**src/rtl/mem_arb_pkg.sv**
```systemverilog
// rtl/mem_arb_pkg.sv - shared state, owner and read-latency constants for mem_port_arbiter
package mem_arb_pkg;

    typedef enum logic [2:0] {
        ST_IDLE  = 3'b001,
        ST_ISSUE = 3'b010,
        ST_WAIT  = 3'b100
    } state_t;

    localparam logic OWN_C = 1'b0;
    localparam logic OWN_L = 1'b1;

    localparam int RD_LAT_MIN = 1;
    localparam int RD_LAT_MAX = 3;
    // Wide enough to hold RD_LAT_MAX - 1.
    localparam int CNT_W      = 2;

endpackage

```
**src/rtl/mem_port_arbiter_if.sv**
```systemverilog
// rtl/mem_port_arbiter_if.sv - requester, read-return and RAM-side signals of mem_port_arbiter
interface mem_port_arbiter_if #(
    parameter int ADDR_W = 10,
    parameter int DATA_W = 32
);
    logic              c_valid;
    logic              c_we;
    logic [ADDR_W-1:0] c_addr;
    logic [DATA_W-1:0] c_wdata;
    logic              c_ready;
    logic              c_rvalid;

    logic              l_valid;
    logic              l_we;
    logic [ADDR_W-1:0] l_addr;
    logic [DATA_W-1:0] l_wdata;
    logic              l_ready;
    logic              l_rvalid;

    logic [DATA_W-1:0] rdata;
    logic              busy;

    logic              mem_ce;
    logic              mem_oce;
    logic              mem_wre;
    logic [ADDR_W-1:0] mem_addr;
    logic [DATA_W-1:0] mem_wdata;
    logic [DATA_W-1:0] mem_rdata;

    modport slave (
        input  c_valid, c_we, c_addr, c_wdata,
        input  l_valid, l_we, l_addr, l_wdata,
        input  mem_rdata,
        output c_ready, c_rvalid, l_ready, l_rvalid, rdata, busy,
        output mem_ce, mem_oce, mem_wre, mem_addr, mem_wdata
    );

    modport master (
        output c_valid, c_we, c_addr, c_wdata,
        output l_valid, l_we, l_addr, l_wdata,
        output mem_rdata,
        input  c_ready, c_rvalid, l_ready, l_rvalid, rdata, busy,
        input  mem_ce, mem_oce, mem_wre, mem_addr, mem_wdata
    );

endinterface

```
**src/rtl/mem_arb_pick.sv**
```systemverilog
// rtl/mem_arb_pick.sv - winner select between core and loader requests
// MEM_ARB_ROUND_ROBIN_EN: alternate on contention instead of fixed core-first priority.
module mem_arb_pick
    import mem_arb_pkg::*;
(
    input  logic clk,
    input  logic rst,
    input  logic i_take,
    input  logic i_c_valid,
    input  logic i_l_valid,
    output logic o_grant_c,
    output logic o_grant_l
);

`ifdef MEM_ARB_ROUND_ROBIN_EN
    logic r_last_served;

    assign o_grant_c = i_take && i_c_valid && (!i_l_valid || (r_last_served == OWN_L));
    assign o_grant_l = i_take && i_l_valid && (!i_c_valid || (r_last_served == OWN_C));

    always_ff @(posedge clk) begin
        if (rst) begin
            r_last_served <= OWN_L;
        end else if (o_grant_c || o_grant_l) begin
            r_last_served <= o_grant_l ? OWN_L : OWN_C;
        end
    end
`else
    logic w_unused;

    assign o_grant_c = i_take && i_c_valid;
    assign o_grant_l = i_take && i_l_valid && !i_c_valid;
    assign w_unused  = clk ^ rst;
`endif

endmodule

```
**src/rtl/mem_port_arbiter.sv**
```systemverilog
// rtl/mem_port_arbiter.sv - serialises core and loader accesses onto one single-port RAM
module mem_port_arbiter
    import mem_arb_pkg::*;
#(
    parameter int ADDR_W = 10,
    parameter int DATA_W = 32,
    parameter int RD_LAT = 1
) (
    input  logic              clk,
    input  logic              rst,
    mem_port_arbiter_if.slave bus
);

    if (RD_LAT < RD_LAT_MIN || RD_LAT > RD_LAT_MAX) begin : g_bad_rd_lat
        $error("mem_port_arbiter: RD_LAT out of range");
    end

    state_t            r_state;
    state_t            w_state_nxt;
    logic [CNT_W-1:0]  r_cnt;
    logic              r_owner;
    logic              r_mem_ce;
    logic              r_mem_wre;
    logic [ADDR_W-1:0] r_mem_addr;
    logic [DATA_W-1:0] r_mem_wdata;
    logic [DATA_W-1:0] r_rdata;
    logic              r_c_rvalid;
    logic              r_l_rvalid;

    logic              w_take;
    logic              w_grant_c;
    logic              w_grant_l;
    logic              w_grant;
    logic              w_c_ready;
    logic              w_l_ready;
    logic              w_sel_we;
    logic [ADDR_W-1:0] w_sel_addr;
    logic [DATA_W-1:0] w_sel_wdata;
    logic              w_rd_done;

    assign w_take    = (r_state == ST_IDLE);
    assign w_grant   = w_grant_c || w_grant_l;
    assign w_rd_done = (r_state == ST_WAIT) && (r_cnt == '0);

    mem_arb_pick u_pick (
        .clk       (clk),
        .rst       (rst),
        .i_take    (w_take),
        .i_c_valid (bus.c_valid),
        .i_l_valid (bus.l_valid),
        .o_grant_c (w_grant_c),
        .o_grant_l (w_grant_l)
    );

    always_comb begin
        w_sel_we    = bus.c_we;
        w_sel_addr  = bus.c_addr;
        w_sel_wdata = bus.c_wdata;
        if (w_grant_l) begin
            w_sel_we    = bus.l_we;
            w_sel_addr  = bus.l_addr;
            w_sel_wdata = bus.l_wdata;
        end
    end

    always_ff @(posedge clk) begin
        if (rst) begin
            r_state <= ST_IDLE;
        end else begin
            r_state <= w_state_nxt;
        end
    end

    always_comb begin
        w_state_nxt = r_state;
        w_c_ready   = 1'b0;
        w_l_ready   = 1'b0;
        case (r_state)
            ST_IDLE: begin
                w_c_ready = w_grant_c;
                w_l_ready = w_grant_l;
                if (w_grant) begin
                    w_state_nxt = ST_ISSUE;
                end
            end
            ST_ISSUE: w_state_nxt = r_mem_wre ? ST_IDLE : ST_WAIT;
            ST_WAIT: begin
                if (r_cnt == '0) begin
                    w_state_nxt = ST_IDLE;
                end
            end
            default: w_state_nxt = ST_IDLE;
        endcase
    end

    // The mem_* registers double as the request latch: loaded on grant, cleared outside ISSUE.
    always_ff @(posedge clk) begin
        if (rst) begin
            r_cnt       <= '0;
            r_owner     <= OWN_C;
            r_mem_ce    <= 1'b0;
            r_mem_wre   <= 1'b0;
            r_mem_addr  <= '0;
            r_mem_wdata <= '0;
            r_rdata     <= '0;
            r_c_rvalid  <= 1'b0;
            r_l_rvalid  <= 1'b0;
        end else begin
            r_mem_ce    <= w_grant;
            r_mem_wre   <= w_grant && w_sel_we;
            r_mem_addr  <= w_grant ? w_sel_addr : '0;
            r_mem_wdata <= w_grant ? w_sel_wdata : '0;
            if (w_grant) begin
                r_owner <= w_grant_l ? OWN_L : OWN_C;
            end
            if (r_state == ST_ISSUE) begin
                r_cnt <= CNT_W'(RD_LAT - 1);
            end else if ((r_state == ST_WAIT) && (r_cnt != '0)) begin
                r_cnt <= r_cnt - 1'b1;
            end
            r_c_rvalid <= w_rd_done && (r_owner == OWN_C);
            r_l_rvalid <= w_rd_done && (r_owner == OWN_L);
            if (w_rd_done) begin
                r_rdata <= bus.mem_rdata;
            end
        end
    end

    assign bus.c_ready   = w_c_ready;
    assign bus.l_ready   = w_l_ready;
    assign bus.c_rvalid  = r_c_rvalid;
    assign bus.l_rvalid  = r_l_rvalid;
    assign bus.rdata     = r_rdata;
    assign bus.busy      = (r_state != ST_IDLE);
    assign bus.mem_ce    = r_mem_ce;
    assign bus.mem_oce   = r_mem_ce;
    assign bus.mem_wre   = r_mem_wre;
    assign bus.mem_addr  = r_mem_addr;
    assign bus.mem_wdata = r_mem_wdata;

endmodule
```
**src/flat_wrapper.sv**
```systemverilog
// flat-port wrapper written by rule: the top's interface ports become plain ports
module mem_port_arbiter_flat import mem_arb_pkg::*;
#(
    parameter int ADDR_W = 10,
    parameter int DATA_W = 32,
    parameter int RD_LAT = 1
)
  (clk, rst, bus_c_valid, bus_c_we, bus_c_addr, bus_c_wdata, bus_l_valid, bus_l_we, bus_l_addr, bus_l_wdata, bus_mem_rdata, bus_c_ready, bus_c_rvalid, bus_l_ready, bus_l_rvalid, bus_rdata, bus_busy, bus_mem_ce, bus_mem_oce, bus_mem_wre, bus_mem_addr, bus_mem_wdata);
  mem_port_arbiter_if #(.ADDR_W(ADDR_W), .DATA_W(DATA_W)) bus_i ();
  input  logic clk;
  input  logic rst;
  input wire logic [$bits(bus_i.c_valid)-1:0] bus_c_valid;
  input wire logic [$bits(bus_i.c_we)-1:0] bus_c_we;
  input wire logic [$bits(bus_i.c_addr)-1:0] bus_c_addr;
  input wire logic [$bits(bus_i.c_wdata)-1:0] bus_c_wdata;
  input wire logic [$bits(bus_i.l_valid)-1:0] bus_l_valid;
  input wire logic [$bits(bus_i.l_we)-1:0] bus_l_we;
  input wire logic [$bits(bus_i.l_addr)-1:0] bus_l_addr;
  input wire logic [$bits(bus_i.l_wdata)-1:0] bus_l_wdata;
  input wire logic [$bits(bus_i.mem_rdata)-1:0] bus_mem_rdata;
  output wire logic [$bits(bus_i.c_ready)-1:0] bus_c_ready;
  output wire logic [$bits(bus_i.c_rvalid)-1:0] bus_c_rvalid;
  output wire logic [$bits(bus_i.l_ready)-1:0] bus_l_ready;
  output wire logic [$bits(bus_i.l_rvalid)-1:0] bus_l_rvalid;
  output wire logic [$bits(bus_i.rdata)-1:0] bus_rdata;
  output wire logic [$bits(bus_i.busy)-1:0] bus_busy;
  output wire logic [$bits(bus_i.mem_ce)-1:0] bus_mem_ce;
  output wire logic [$bits(bus_i.mem_oce)-1:0] bus_mem_oce;
  output wire logic [$bits(bus_i.mem_wre)-1:0] bus_mem_wre;
  output wire logic [$bits(bus_i.mem_addr)-1:0] bus_mem_addr;
  output wire logic [$bits(bus_i.mem_wdata)-1:0] bus_mem_wdata;
  assign bus_i.c_valid = bus_c_valid;
  assign bus_i.c_we = bus_c_we;
  assign bus_i.c_addr = bus_c_addr;
  assign bus_i.c_wdata = bus_c_wdata;
  assign bus_i.l_valid = bus_l_valid;
  assign bus_i.l_we = bus_l_we;
  assign bus_i.l_addr = bus_l_addr;
  assign bus_i.l_wdata = bus_l_wdata;
  assign bus_i.mem_rdata = bus_mem_rdata;
  assign bus_c_ready = bus_i.c_ready;
  assign bus_c_rvalid = bus_i.c_rvalid;
  assign bus_l_ready = bus_i.l_ready;
  assign bus_l_rvalid = bus_i.l_rvalid;
  assign bus_rdata = bus_i.rdata;
  assign bus_busy = bus_i.busy;
  assign bus_mem_ce = bus_i.mem_ce;
  assign bus_mem_oce = bus_i.mem_oce;
  assign bus_mem_wre = bus_i.mem_wre;
  assign bus_mem_addr = bus_i.mem_addr;
  assign bus_mem_wdata = bus_i.mem_wdata;
  mem_port_arbiter #(.ADDR_W(ADDR_W), .DATA_W(DATA_W), .RD_LAT(RD_LAT)) u_core (.clk(clk), .rst(rst), .bus(bus_i));
endmodule
```
**config.mk**
```make
export PLATFORM = sky130hd
export DESIGN_NAME = mem_port_arbiter_flat
export DESIGN_NICKNAME = d
export VERILOG_FILES = /design/src/rtl/mem_arb_pkg.sv /design/src/rtl/mem_port_arbiter_if.sv /design/src/rtl/mem_arb_pick.sv /design/src/rtl/mem_port_arbiter.sv /design/src/flat_wrapper.sv
export SDC_FILE = /design/constraint.sdc
export NUM_CORES = 1
export LEC_CHECK = 0
export CAP_MARGIN = 20
export CORE_ASPECT_RATIO = 0.8
export CORE_MARGIN = 4
export CORE_UTILIZATION = 33
export CTS_CLUSTER_SIZE = 12
export DETAILED_ROUTE_END_ITERATION = 10
export GPL_TIMING_DRIVEN = 1
export PLACE_DENSITY_LB_ADDON = 0.05
export SKIP_LAST_GASP = 1
export SLEW_MARGIN = 20
export SYNTH_ARGS = -nofsm -noshare
export SYNTH_HDL_FRONTEND = slang
export SYNTH_SLANG_ARGS = --single-unit
export TNS_END_PERCENT = 30
```
**constraint.sdc**
```tcl
create_clock -name clk -period 1.54 [get_ports clk]
set_input_delay 0.308 -clock clk [delete_from_list [all_inputs] [get_ports clk]]
set_output_delay 0.308 -clock clk [all_outputs]
set_load 0.05 [all_outputs]
```
==> implementation parameters, run 1 <==
Parameter                              Value

Clock tree
  Clock-pin slew of the registers on the worst-case setup and hold paths    0.06 ns
  Clock Sinks    84
  Clock buffer count from CTS    9
  Number of H-tree levels    3
  Root buf cell    sky130_fd_sc_hd__clkbuf_16
  TritonCTS clock tree    built
  CTS max path bufs    2
  Insertion delay to the later sink of the worst-skew pair    0.33 ns

STA
  Max-Slew Margin vs Limit    0.723
  Clock period minus worst slack    1.73 ns
  Worst Hold Margin    0.452 ns
  Largest clock skew in the final design    0.00567 ns
  Min setup slack post-route    -0.187 ns
  Endpoints failing hold    0
  Fraction of the cycle the final worst path needs    1.12
  Max Slew Vio Count    0
  Worst Tran Pin Value    0.415 ns
  F_max    579 MHz
  Total setup violations reported at the end of the flow    48
  Setup repair after global routing missed its margin    true

Placed design
  Cell area after placement    0.00523 mm^2
  Minimum setup slack after placement    -0.145 ns
  Port bufs    203
  Final HPWL from detailed placement    7540 um
  Final RePlAce weighted congestion    0.754

Power
  Cell Int Power    0.00457 W
  Max rail drop VDD    0.533 mV
  Static Leak    2.30 nW
  Switching pwr    0.00175 W
  Combinational group share of total power    0.256
  Share of power burned in the clock network    0.378
  Sequential share of power    0.366
  Net switching fraction of the power    0.277
  Total power per unit cell area    1080 mW/mm^2
  Total power of the final layout    0.00632 W

Setup path
  Worst path max stage delay    0.45 ns
  End of the worst register-to-register path    u_core.bus.mem_wdata[2]$_SDFF_PP0_
  Element type at the critical path start    flop
  R2R depth    6
  CP endpoint kind    flop
  CP max stage cell    sky130_fd_sc_hd__or3_4
  Crit path DAT    1.99 ns
  Critical path buffers and inverters    3
  Critical path origin    u_core.r_state[1]$_SDFFE_PP0P_
  Peak fanout along the critical path    22
  Worst EP required    1.80 ns
  Class of the most critical setup path    reg2reg
  Reg-to-reg setup timing slack    -0.19 ns
  Series of cell instances along the critical path    nor3b_4 > inv_2 > buf_4 > or3_4 > clkbuf_16 > a21oi_1
  Crit path capture    u_core.bus.mem_wdata[2]$_SDFF_PP0_
  Stages on worst setup path    6
  Worst R2R Start    u_core.r_state[1]$_SDFFE_PP0P_
  Critical path's top delay family    simple AND/OR/NAND/NOR gates

Global routing
  Antenna violations before repair    0
  Global Route Usage Sum    0.190
  Wire length of the first global-routing pass    16500 um
  Total gr overflow    0
  Largest net degree at the start of global routing    46
  Number of global-route vias before repair    3265

Routing
  Routed length on met3    1060 um
  # DRC    0
  Detailed-route wire length per cell    16.5 um
  Antenna violation net count after detailed routing    0
  First-pass detailed-route iteration total    5
  Met1 Routed Length    5210 um
  Top sig layer    met4
  DRT iter0 DRCs    294
  Via-to-Cell Ratio    4.93
  Met2 wire length    5300 um
  Wire length reported by the detailed router    11700 um
  DR vias    3502

Yosys
  Seq/Total Area, Yosys    0.535
  Post-synthesis instance area    0.00314 mm^2
  Number of standard cells after synthesis    383
  Synthesis Warnings    0
  Post-Syn Nets    506
  Yosys reg bits    84
  Number of distinct standard cells referenced by the synthesized netlist    28
  Share of synthesized flip-flops with an asynchronous set or reset    0
  Number of synthesized flops with an enable pin    0
  Ys flop type    sky130_fd_sc_hd__dfxtp_1
  Syn Area/Cell    8.20 um^2

Cells and area
  Area Growth Syn to Fin    86.3%
  Final cell utilization of the core    0.640
  Fraction of final layout cells sized beyond drive strength 1    0.267
  Commonest non-fill, non-tap cell in the layout    sky130_fd_sc_hd__clkdlybuf4s50_1
  Number of nets in the layout    713
  Diodes inserted    0
  Post-route design area    0.00585 mm^2
  Leading cell types in the layout, fill and taps excluded    121 x sky130_fd_sc_hd__clkdlybuf4s50_1, 95 x sky130_fd_sc_hd__buf_4, 82 x sky130_fd_sc_hd__dfxtp_1

Min path
  Worst Hold Class    reg2reg
  Hold path depth    2

Floorplanning
  Initial cell density of the core    0.343
  Width of the chip    117 um
  Die Height    95.3 um
  Placeable Area    0.00915 mm^2
  Number of cell rows    31
  Total Die Area    0.0112 mm^2
  I/O Pins    204

Status
  Failing checks    negative setup slack
  Status    complete, but fails checks

Run
  Max-cap violations    0
## power groups by stage
| stage | logic, W | registers, W | clock network, W |
|---|---|---|---|
| 6_report | 0.00162 | 0.00231 | 0.00239 |
| 3_3_place_gp | 0.00136 | 0.00236 | 0 |
| 2_1_floorplan | 0.000393 | 0.00268 | 0 |
| 4_1_cts | 0.00152 | 0.00231 | 0.00245 |
| 3_5_place_dp | 0.00136 | 0.00236 | 0 |
| 5_1_grt | 0.00170 | 0.00232 | 0.00254 |
## stage by stage
stage          instances  setup TNS (ns)
2_1_floorplan        383         -0.0650
3_3_place_gp         682           -3.89
3_5_place_dp         682           -4.82
4_1_cts              706           -4.51
5_1_grt              710          -13.43
6_report             710           -6.46
## worst reg2reg max path: stages, from the launching register on
cell and delay, ns:
sky130_fd_sc_hd__dfxtp_2 0.33, sky130_fd_sc_hd__nor3b_4 0.26, sky130_fd_sc_hd__inv_2 0.09, sky130_fd_sc_hd__buf_4 0.16, sky130_fd_sc_hd__or3_4 0.45, sky130_fd_sc_hd__clkbuf_16 0.23
sky130_fd_sc_hd__a21oi_1 0.13
## cells by family after synthesis
| logic type | count (synthesis) | share of synthesized area |
|---|---|---|
| buffers and inverters | 42 | 0.0629 |
| AO/OA/AOI/OAI | 127 | 0.205 |
| flip-flops | 84 | 0.535 |
| AND/OR/NAND/NOR | 129 | 0.192 |
| adder cells (fa/ha/maj) | 1 | 0.00398 |
## layer usage
| metal | up-vias | track usage |
|---|---|---|
| met5 | - | 0 |
| met4 | 0 | 0.0554 |
| met3 | 13 | 0.0774 |
| met2 | 144 | 0.302 |
| met1 | 1619 | 0.238 |
| li1 | 1726 | - |
## synthesized netlist by cell type, types with 2 or more instances
library cell               count  area share
sky130_fd_sc_hd__a21oi_1      78        0.12
sky130_fd_sc_hd__nor2_1        4      0.0048
sky130_fd_sc_hd__nand3_1      43       0.068
sky130_fd_sc_hd__buf_6         4       0.014
sky130_fd_sc_hd__buf_1         2      0.0024
sky130_fd_sc_hd__dfxtp_1      84        0.54
sky130_fd_sc_hd__inv_1         4      0.0048
sky130_fd_sc_hd__nand2_1      65       0.078
sky130_fd_sc_hd__buf_4         2      0.0048
sky130_fd_sc_hd__o21ai_0      45       0.072
sky130_fd_sc_hd__nor2b_1       2      0.0040
sky130_fd_sc_hd__buf_2         2      0.0032
sky130_fd_sc_hd__clkbuf_1     27       0.032
sky130_fd_sc_hd__nor3_1        2      0.0032
sky130_fd_sc_hd__nor4b_1       4       0.011
sky130_fd_sc_hd__nand2b_1      3      0.0060
## worst min-delay path by stage
stage	from	to
finish	u_core.bus.rdata[31]$_SDFFE_PP0P_	u_core.bus.rdata[31]$_SDFFE_PP0P_
global route	u_core.bus.rdata[3]$_SDFFE_PP0P_	u_core.bus.rdata[3]$_SDFFE_PP0P_
CTS	u_core.bus.rdata[0]$_SDFFE_PP0P_	u_core.bus.rdata[0]$_SDFFE_PP0P_
detailed placement	u_core.r_owner$_SDFFE_PP0N_	u_core.bus.c_rvalid$_SDFF_PP0_
global placement	u_core.r_owner$_SDFFE_PP0N_	u_core.bus.c_rvalid$_SDFF_PP0_
floorplan	u_core.r_owner$_SDFFE_PP0N_	u_core.bus.c_rvalid$_SDFF_PP0_
## state kept, by name (all words and copies together), names as in the netlist
signal,cells
u_core.bus.c_rvalid,1
u_core.bus.l_rvalid,1
u_core.bus.mem_addr,10
u_core.bus.mem_ce,1
u_core.bus.mem_wdata,32
u_core.bus.mem_wre,1
u_core.bus.rdata,32
u_core.r_cnt,2
u_core.r_owner,1
u_core.r_state,3
## repair_timing
item / CTS / global route
cloned: 2 / 4
resized for setup: 2 / 26
buffers inserted: 6 / 0
setup endpoints to repair: 4 / 82
pin swaps: 2 / 2
hold buffers: 0 / 0
## layout make-up
type	instances	area [um^2]
Timing Repair Buffer	233	2290
Multi-Input combinational cell	257	1380
Inverter	5	18.8
Sequential cell	84	1680
Tap cell	115	144
Clock buffer	12	267
Fill cell	789	3300
Clock inverter	4	70.1
No activity file was read; power rests on OpenSTA's default activity.
==> run 2, diff against run 1 <==
CORE_UTILIZATION = 36   (was 33)
clock period = 1.6 ns   (was 1.54 ns; I/O delays follow)
==> implementation parameters, run 2 (same netlist as run 1, synthesis figures left out) <==
Parameter                              Value

Power
  Max rail drop VDD    0.445 mV (was 0.533 mV)
  Combinational group share of total power    0.294 (was 0.256)
  Total power per unit cell area    947 mW/mm^2 (was 1080 mW/mm^2)
  Static Leak    2.24 nW (was 2.30 nW)
  Switching pwr    0.00164 W (was 0.00175 W)
  Share of power burned in the clock network    0.299 (was 0.378)
  Cell Int Power    0.00381 W (was 0.00457 W)
  Sequential share of power    0.408 (was 0.366)
  Net switching fraction of the power    0.301 (was 0.277)

Run
  Max-cap violations    0 (unchanged)

Clock tree
  Clock buffer count from CTS    9 (unchanged)
  Number of H-tree levels    3 (unchanged)
  TritonCTS clock tree    built (unchanged)
  CTS max path bufs    2 (unchanged)
  Clock-pin slew of the registers on the worst-case setup and hold paths    0.09 ns (was 0.06 ns)
  Clock Sinks    84 (unchanged)
  Hold_buf cts    0 (unchanged)
  Root buf cell    sky130_fd_sc_hd__clkbuf_8 (was sky130_fd_sc_hd__clkbuf_16)
  Insertion delay to the later sink of the worst-skew pair    0.35 ns (was 0.33 ns)

Setup path
  CP max stage cell    sky130_fd_sc_hd__or3_4 (unchanged)
  Cell repeated most along the worst path    sky130_fd_sc_hd__buf_6
  Worst EP required    1.88 ns (was 1.80 ns)
  CP endpoint kind    flop (unchanged)
  Class of the most critical setup path    reg2reg (unchanged)
  Worst path max stage delay    0.48 ns (was 0.45 ns)
  Element type at the critical path start    flop (unchanged)
  Series of cell instances along the critical path    nor3b_4 > inv_2 > buf_6 > buf_6 > or3_4 > buf_6 > a21oi_1 (was nor3b_4 > inv_2 > buf_4 > or3_4 > clkbuf_16 > a21oi_1)
  Critical path's top delay family    simple AND/OR/NAND/NOR gates (unchanged)
  Peak fanout along the critical path    11 (was 22)
  Critical path buffers and inverters    4 (was 3)
  Crit path DAT    2.03 ns (was 1.99 ns)

STA
  Worst Tran Pin Value    0.416 ns (was 0.415 ns)
  Max Slew Vio Count    0 (unchanged)
  Largest clock skew in the final design    0.00668 ns (was 0.00567 ns)
  Max-Slew Margin vs Limit    0.719 (was 0.723)
  Clock period minus worst slack    1.76 ns (was 1.73 ns)
  Fraction of the cycle the final worst path needs    1.10 (was 1.12)
  Total setup violations reported at the end of the flow    48 (unchanged)
  F_max    570 MHz (was 579 MHz)
  Setup repair after global routing missed its margin    true (unchanged)
  Min setup slack post-route    -0.155 ns (was -0.187 ns)
  Endpoints failing hold    0 (unchanged)

Cells and area
  Fill cell instance count of the final layout    733 (was 789)
  Commonest non-fill, non-tap cell in the layout    sky130_fd_sc_hd__clkdlybuf4s50_1 (unchanged)
  Diodes inserted    0 (unchanged)
  Area Growth Syn to Fin    83.2% (was 86.3%)
  Final cell utilization of the core    0.678 (was 0.640)
  Leading cell types in the layout, fill and taps excluded    121 x sky130_fd_sc_hd__clkdlybuf4s50_1, 95 x sky130_fd_sc_hd__buf_4, 81 x sky130_fd_sc_hd__dfxtp_1 (was 121 x sky130_fd_sc_hd__clkdlybuf4s50_1, 95 x sky130_fd_sc_hd__buf_4, 82 x sky130_fd_sc_hd__dfxtp_1)
  Area used by sequential logic in the layout    0.00169 mm^2 (was 0.00168 mm^2)
  Fraction of final layout cells sized beyond drive strength 1    0.276 (was 0.267)
  Area used by multi-input combinational logic    0.00141 mm^2 (was 0.00138 mm^2)
  Number of nets in the layout    715 (was 713)

Global routing
  Largest net degree at the start of global routing    46 (unchanged)
  Global Route Usage Sum    0.207 (was 0.190)
  Wire length of the first global-routing pass    17200 um (was 16500 um)
  Number of global-route vias before repair    3299 (was 3265)
  Antenna violations before repair    0 (unchanged)
  Total gr overflow    0 (unchanged)

Routing
  First-pass detailed-route iteration total    4 (was 5)
  Via-to-Cell Ratio    4.93 (about the same)
  Detailed-route wire length per cell    16.7 um (was 16.5 um)
  DRT iter0 DRCs    243 (was 294)
  Wire length reported by the detailed router    11900 um (was 11700 um)
  # DRC    0 (unchanged)
  Antenna violation net count after detailed routing    0 (unchanged)
  DR vias    3495 (was 3502)

Status
  Failing checks    negative setup slack (unchanged)
  Status    complete, but fails checks (unchanged)

Placed design
  Minimum setup slack after placement    -0.143 ns (was -0.145 ns)
  Port bufs    203 (unchanged)
  Final HPWL from detailed placement    7330 um (was 7540 um)
  Final RePlAce weighted congestion    0.773 (was 0.754)

Min path
  Worst Hold Class    reg2reg (unchanged)

Floorplanning
  Width of the chip    112 um (was 117 um)
  Initial cell density of the core    0.370 (was 0.343)
  I/O Pins    204 (unchanged)
  Number of cell rows    30 (was 31)
  Total Die Area    0.0103 mm^2 (was 0.0112 mm^2)
  Placeable Area    0.00848 mm^2 (was 0.00915 mm^2)
  Die Height    91.6 um (was 95.3 um)
run 2: final timing paths:
kind         slack (ns)                        startpoint  cells after the start                                  end
max               -0.16    u_core.r_state[2]$_SDFFE_PP0P_                      7  u_core.bus.mem_wdata[15]$_SDFF_PP0_
min                0.45  u_core.bus.rdata[8]$_SDFFE_PP0P_                      2     u_core.bus.rdata[8]$_SDFFE_PP0P_
max reg2reg       -0.16    u_core.r_state[2]$_SDFFE_PP0P_                      7  u_core.bus.mem_wdata[15]$_SDFF_PP0_
min reg2reg        0.45  u_core.bus.rdata[8]$_SDFFE_PP0P_                      2     u_core.bus.rdata[8]$_SDFFE_PP0P_
run 2: what timing repair did:
action / in CTS / in global routing
gates resized for setup: 4 / 35
setup endpoints to repair: 3 / 81
pin swaps: 2 / 4
gates cloned: 2 / 6
setup buffers: 5 / 3
run 2: metrics by stage:
stage	area (um^2)	setup TNS [ns]	hold WS [ns]	power [W]	cells
3_3_place_gp	5170	-4.46	0.441	0.00355	677
5_1_grt	5750	-7.99	0.473	0.00568	709
2_1_floorplan	3150	-0.00916	0.417	0.00296	383
6_report	5750	-4.72	0.455	0.00545	709
4_1_cts	5490	-4.68	0.460	0.00531	700
3_5_place_dp	5170	-4.67	0.446	0.00355	677
run 2: area by class of cell:
type                            count  share of cell area
Sequential cell                    84               0.293
Multi-Input combinational cell    257               0.246
Tap cell                          112              0.0244
Clock buffer                       12              0.0235
Clock inverter                      4              0.0128
Timing Repair Buffer              235               0.397
Inverter                            5             0.00326
run 2: power groups by stage:
| stage | sequential, W | clock [W] | combinational [W] |
|---|---|---|---|
| 2_1_floorplan | 0.00258 | 0 | 0.000378 |
| 3_3_place_gp | 0.00227 | 0 | 0.00128 |
| 3_5_place_dp | 0.00227 | 0 | 0.00128 |
| 4_1_cts | 0.00222 | 0.00166 | 0.00143 |
| 5_1_grt | 0.00223 | 0.00176 | 0.00168 |
| 6_report | 0.00222 | 0.00163 | 0.00160 |
run 2: tightest hold or removal path, cell delays in order, from the launching register on:
cell                      delay [ns]
sky130_fd_sc_hd__dfxtp_1        0.31
sky130_fd_sc_hd__nand2_1        0.05
sky130_fd_sc_hd__a21oi_1        0.05
run 2: layer usage:
| metal | global-route usage | routed length (um) | vias to the layer above |
|---|---|---|---|
| li1 | - | - | 1727 |
| met1 | 0.261 | 4970 | 1625 |
| met2 | 0.334 | 5640 | 134 |
| met3 | 0.0786 | 1100 | 9 |
| met4 | 0.0531 | 132 | 0 |
| met5 | 0 | 0 | - |
==> run 3, diff against run 2 <==
MAX_ROUTING_LAYER = met4   (was unset)
==> implementation parameters, run 3 (same netlist as run 1, synthesis figures left out) <==
Parameter                              Value

Setup path
  Element type at the critical path start    flop (unchanged)
  Class of the most critical setup path    reg2reg (unchanged)
  Crit path DAT    2.00 ns (was 2.03 ns)
  CP endpoint kind    flop (unchanged)
  Peak fanout along the critical path    7 (was 11)
  Worst EP required    1.88 ns (about the same)

Global routing
  Total gr overflow    0 (unchanged)
  Antenna violations before repair    0 (unchanged)
  Wire length of the first global-routing pass    17100 um (was 17200 um)
  Largest net degree at the start of global routing    46 (unchanged)
  Number of global-route vias before repair    3311 (was 3299)
  Global Route Usage Sum    0.212 (was 0.207)

STA
  Max Slew Vio Count    0 (unchanged)
  F_max    581 MHz (was 570 MHz)
  Worst Hold Margin    0.455 ns (about the same)
  Setup repair after global routing missed its margin    true (unchanged)
  Total setup violations reported at the end of the flow    48 (unchanged)
  Fraction of the cycle the final worst path needs    1.08 (was 1.10)
  Min setup slack post-route    -0.120 ns (was -0.155 ns)
  Endpoints failing hold    0 (unchanged)
  Worst Tran Pin Value    0.416 ns (about the same)
  Max-Slew Margin vs Limit    0.720 (was 0.719)
  Clock period minus worst slack    1.72 ns (was 1.76 ns)
  Final-layout setup total negative slack    -4.57 ns (was -4.72 ns)
  Largest clock skew in the final design    0.00594 ns (was 0.00668 ns)

Floorplanning
  I/O Pins    204 (unchanged)
  Total Die Area    0.0103 mm^2 (unchanged)
  Width of the chip    112 um (unchanged)
  Number of cell rows    30 (unchanged)
  Placeable Area    0.00848 mm^2 (unchanged)
  Die Height    91.6 um (unchanged)
  Initial cell density of the core    0.370 (unchanged)

Clock tree
  Clock-pin slew of the registers on the worst-case setup and hold paths    0.09 ns (about the same)
  Clock buffer count from CTS    9 (unchanged)
  Number of H-tree levels    3 (unchanged)
  TritonCTS clock tree    built (unchanged)
  CTS max path bufs    2 (unchanged)
  Hold_buf cts    0 (unchanged)
  Insertion delay to the later sink of the worst-skew pair    0.34 ns (was 0.35 ns)
  Clock Sinks    84 (unchanged)
  Root buf cell    sky130_fd_sc_hd__clkbuf_8 (unchanged)

Placed design
  Final RePlAce weighted congestion    0.784 (was 0.773)
  Cell area after placement    0.00517 mm^2 (unchanged)
  Final HPWL from detailed placement    7330 um (unchanged)
  Port bufs    203 (unchanged)

Routing
  Detailed-route wire length per cell    16.6 um (was 16.7 um)
  Routed length on met3    995 um (was 1100 um)
  First-pass detailed-route iteration total    5 (was 4)
  DR vias    3514 (was 3495)
  Antenna violation net count after detailed routing    0 (unchanged)
  Met2 wire length    5560 um (was 5640 um)
  Met1 Routed Length    5070 um (was 4970 um)
  Via-to-Cell Ratio    4.96 (was 4.93)
  Wire length reported by the detailed router    11700 um (was 11900 um)
  DRT iter0 DRCs    324 (was 243)
  # DRC    0 (unchanged)
  Top sig layer    met4 (unchanged)

Min path
  Worst Hold Class    reg2reg (unchanged)

Cells and area
  Post-route design area    0.00575 mm^2 (about the same)
  Diodes inserted    0 (unchanged)
  Leading cell types in the layout, fill and taps excluded    121 x sky130_fd_sc_hd__clkdlybuf4s50_1, 95 x sky130_fd_sc_hd__buf_4, 81 x sky130_fd_sc_hd__dfxtp_1 (unchanged)
  Number of nets in the layout    715 (unchanged)
  Area Growth Syn to Fin    83.0% (was 83.2%)
  Commonest non-fill, non-tap cell in the layout    sky130_fd_sc_hd__clkdlybuf4s50_1 (unchanged)
  Fraction of final layout cells sized beyond drive strength 1    0.276 (unchanged)

Power
  Static Leak    2.24 nW (about the same)
  Max rail drop VDD    0.448 mV (was 0.445 mV)
  Total power per unit cell area    946 mW/mm^2 (was 947 mW/mm^2)
  Total power of the final layout    0.00544 W (was 0.00545 W)

Status
  Status    complete, but fails checks (unchanged)
  Failing checks    negative setup slack (unchanged)

Run
  Max-cap violations    0 (unchanged)
[run 3: through the flow]
step / utilization / setup slack [ns] / instances
final: 0.678 / -0.120 / 709
after global placement: 0.609 / -0.106 / 677
after global routing: 0.678 / -0.175 / 709
after CTS: 0.647 / -0.140 / 700
after detailed placement: 0.609 / -0.143 / 677
after floorplan: - / -0.00916 / 383
[run 3: area by class of cell]
type	count	area [um^2]
multi-input cells	257	1410
repair buffers	235	2280
inverters	5	18.8
clock buffers	12	135
fillers	733	2730
flip-flops and latches	84	1690
well taps	112	140
clock inverters	4	73.8
[run 3: metal layers]
metal / vias to the layer above / global-route usage
li1: 1728 / -
met1: 1637 / 0.266
met2: 141 / 0.333
met3: 8 / 0.0666
met4: 0 / 0.0561
met5: - / -
[run 3: critical path: stages, from the launching register on]
cell and delay, ns:
sky130_fd_sc_hd__dfxtp_2 0.34, sky130_fd_sc_hd__nor3b_4 0.21, sky130_fd_sc_hd__inv_2 0.08, sky130_fd_sc_hd__buf_6 0.12, sky130_fd_sc_hd__buf_6 0.11, sky130_fd_sc_hd__or3_4 0.48
sky130_fd_sc_hd__clkbuf_16 0.21, sky130_fd_sc_hd__a21oi_4 0.11
[run 3: power breakdown]
group / switching, W / internal, W / leakage, nW
logic: 0.000862 / 0.000736 / 1.45
clock network: 0.000739 / 0.000883 / 0.105
registers: 0.0000347 / 0.00219 / 0.684
total: 0.00164 / 0.00381 / 2.24
[run 3: timing repair]
action                     in CTS  in global routing
gates resized for setup         4                 34
setup buffers                   5                  3
pin swaps                       2                  4
gates cloned                    2                  6
setup endpoints to repair       3                 81
[run 3: path summary, 6_finish.rpt]
| check | from | endpoint | slack (ns) | cells after the start |
|---|---|---|---|---|
| max | u_core.r_state[2]$_SDFFE_PP0P_ | u_core.bus.mem_wdata[7]$_SDFF_PP0_ | -0.12 | 7 |
| min | u_core.bus.rdata[8]$_SDFFE_PP0P_ | u_core.bus.rdata[8]$_SDFFE_PP0P_ | 0.45 | 2 |
| max reg2reg | u_core.r_state[2]$_SDFFE_PP0P_ | u_core.bus.mem_wdata[7]$_SDFF_PP0_ | -0.12 | 7 |
| min reg2reg | u_core.bus.rdata[8]$_SDFFE_PP0P_ | u_core.bus.rdata[8]$_SDFFE_PP0P_ | 0.45 | 2 |
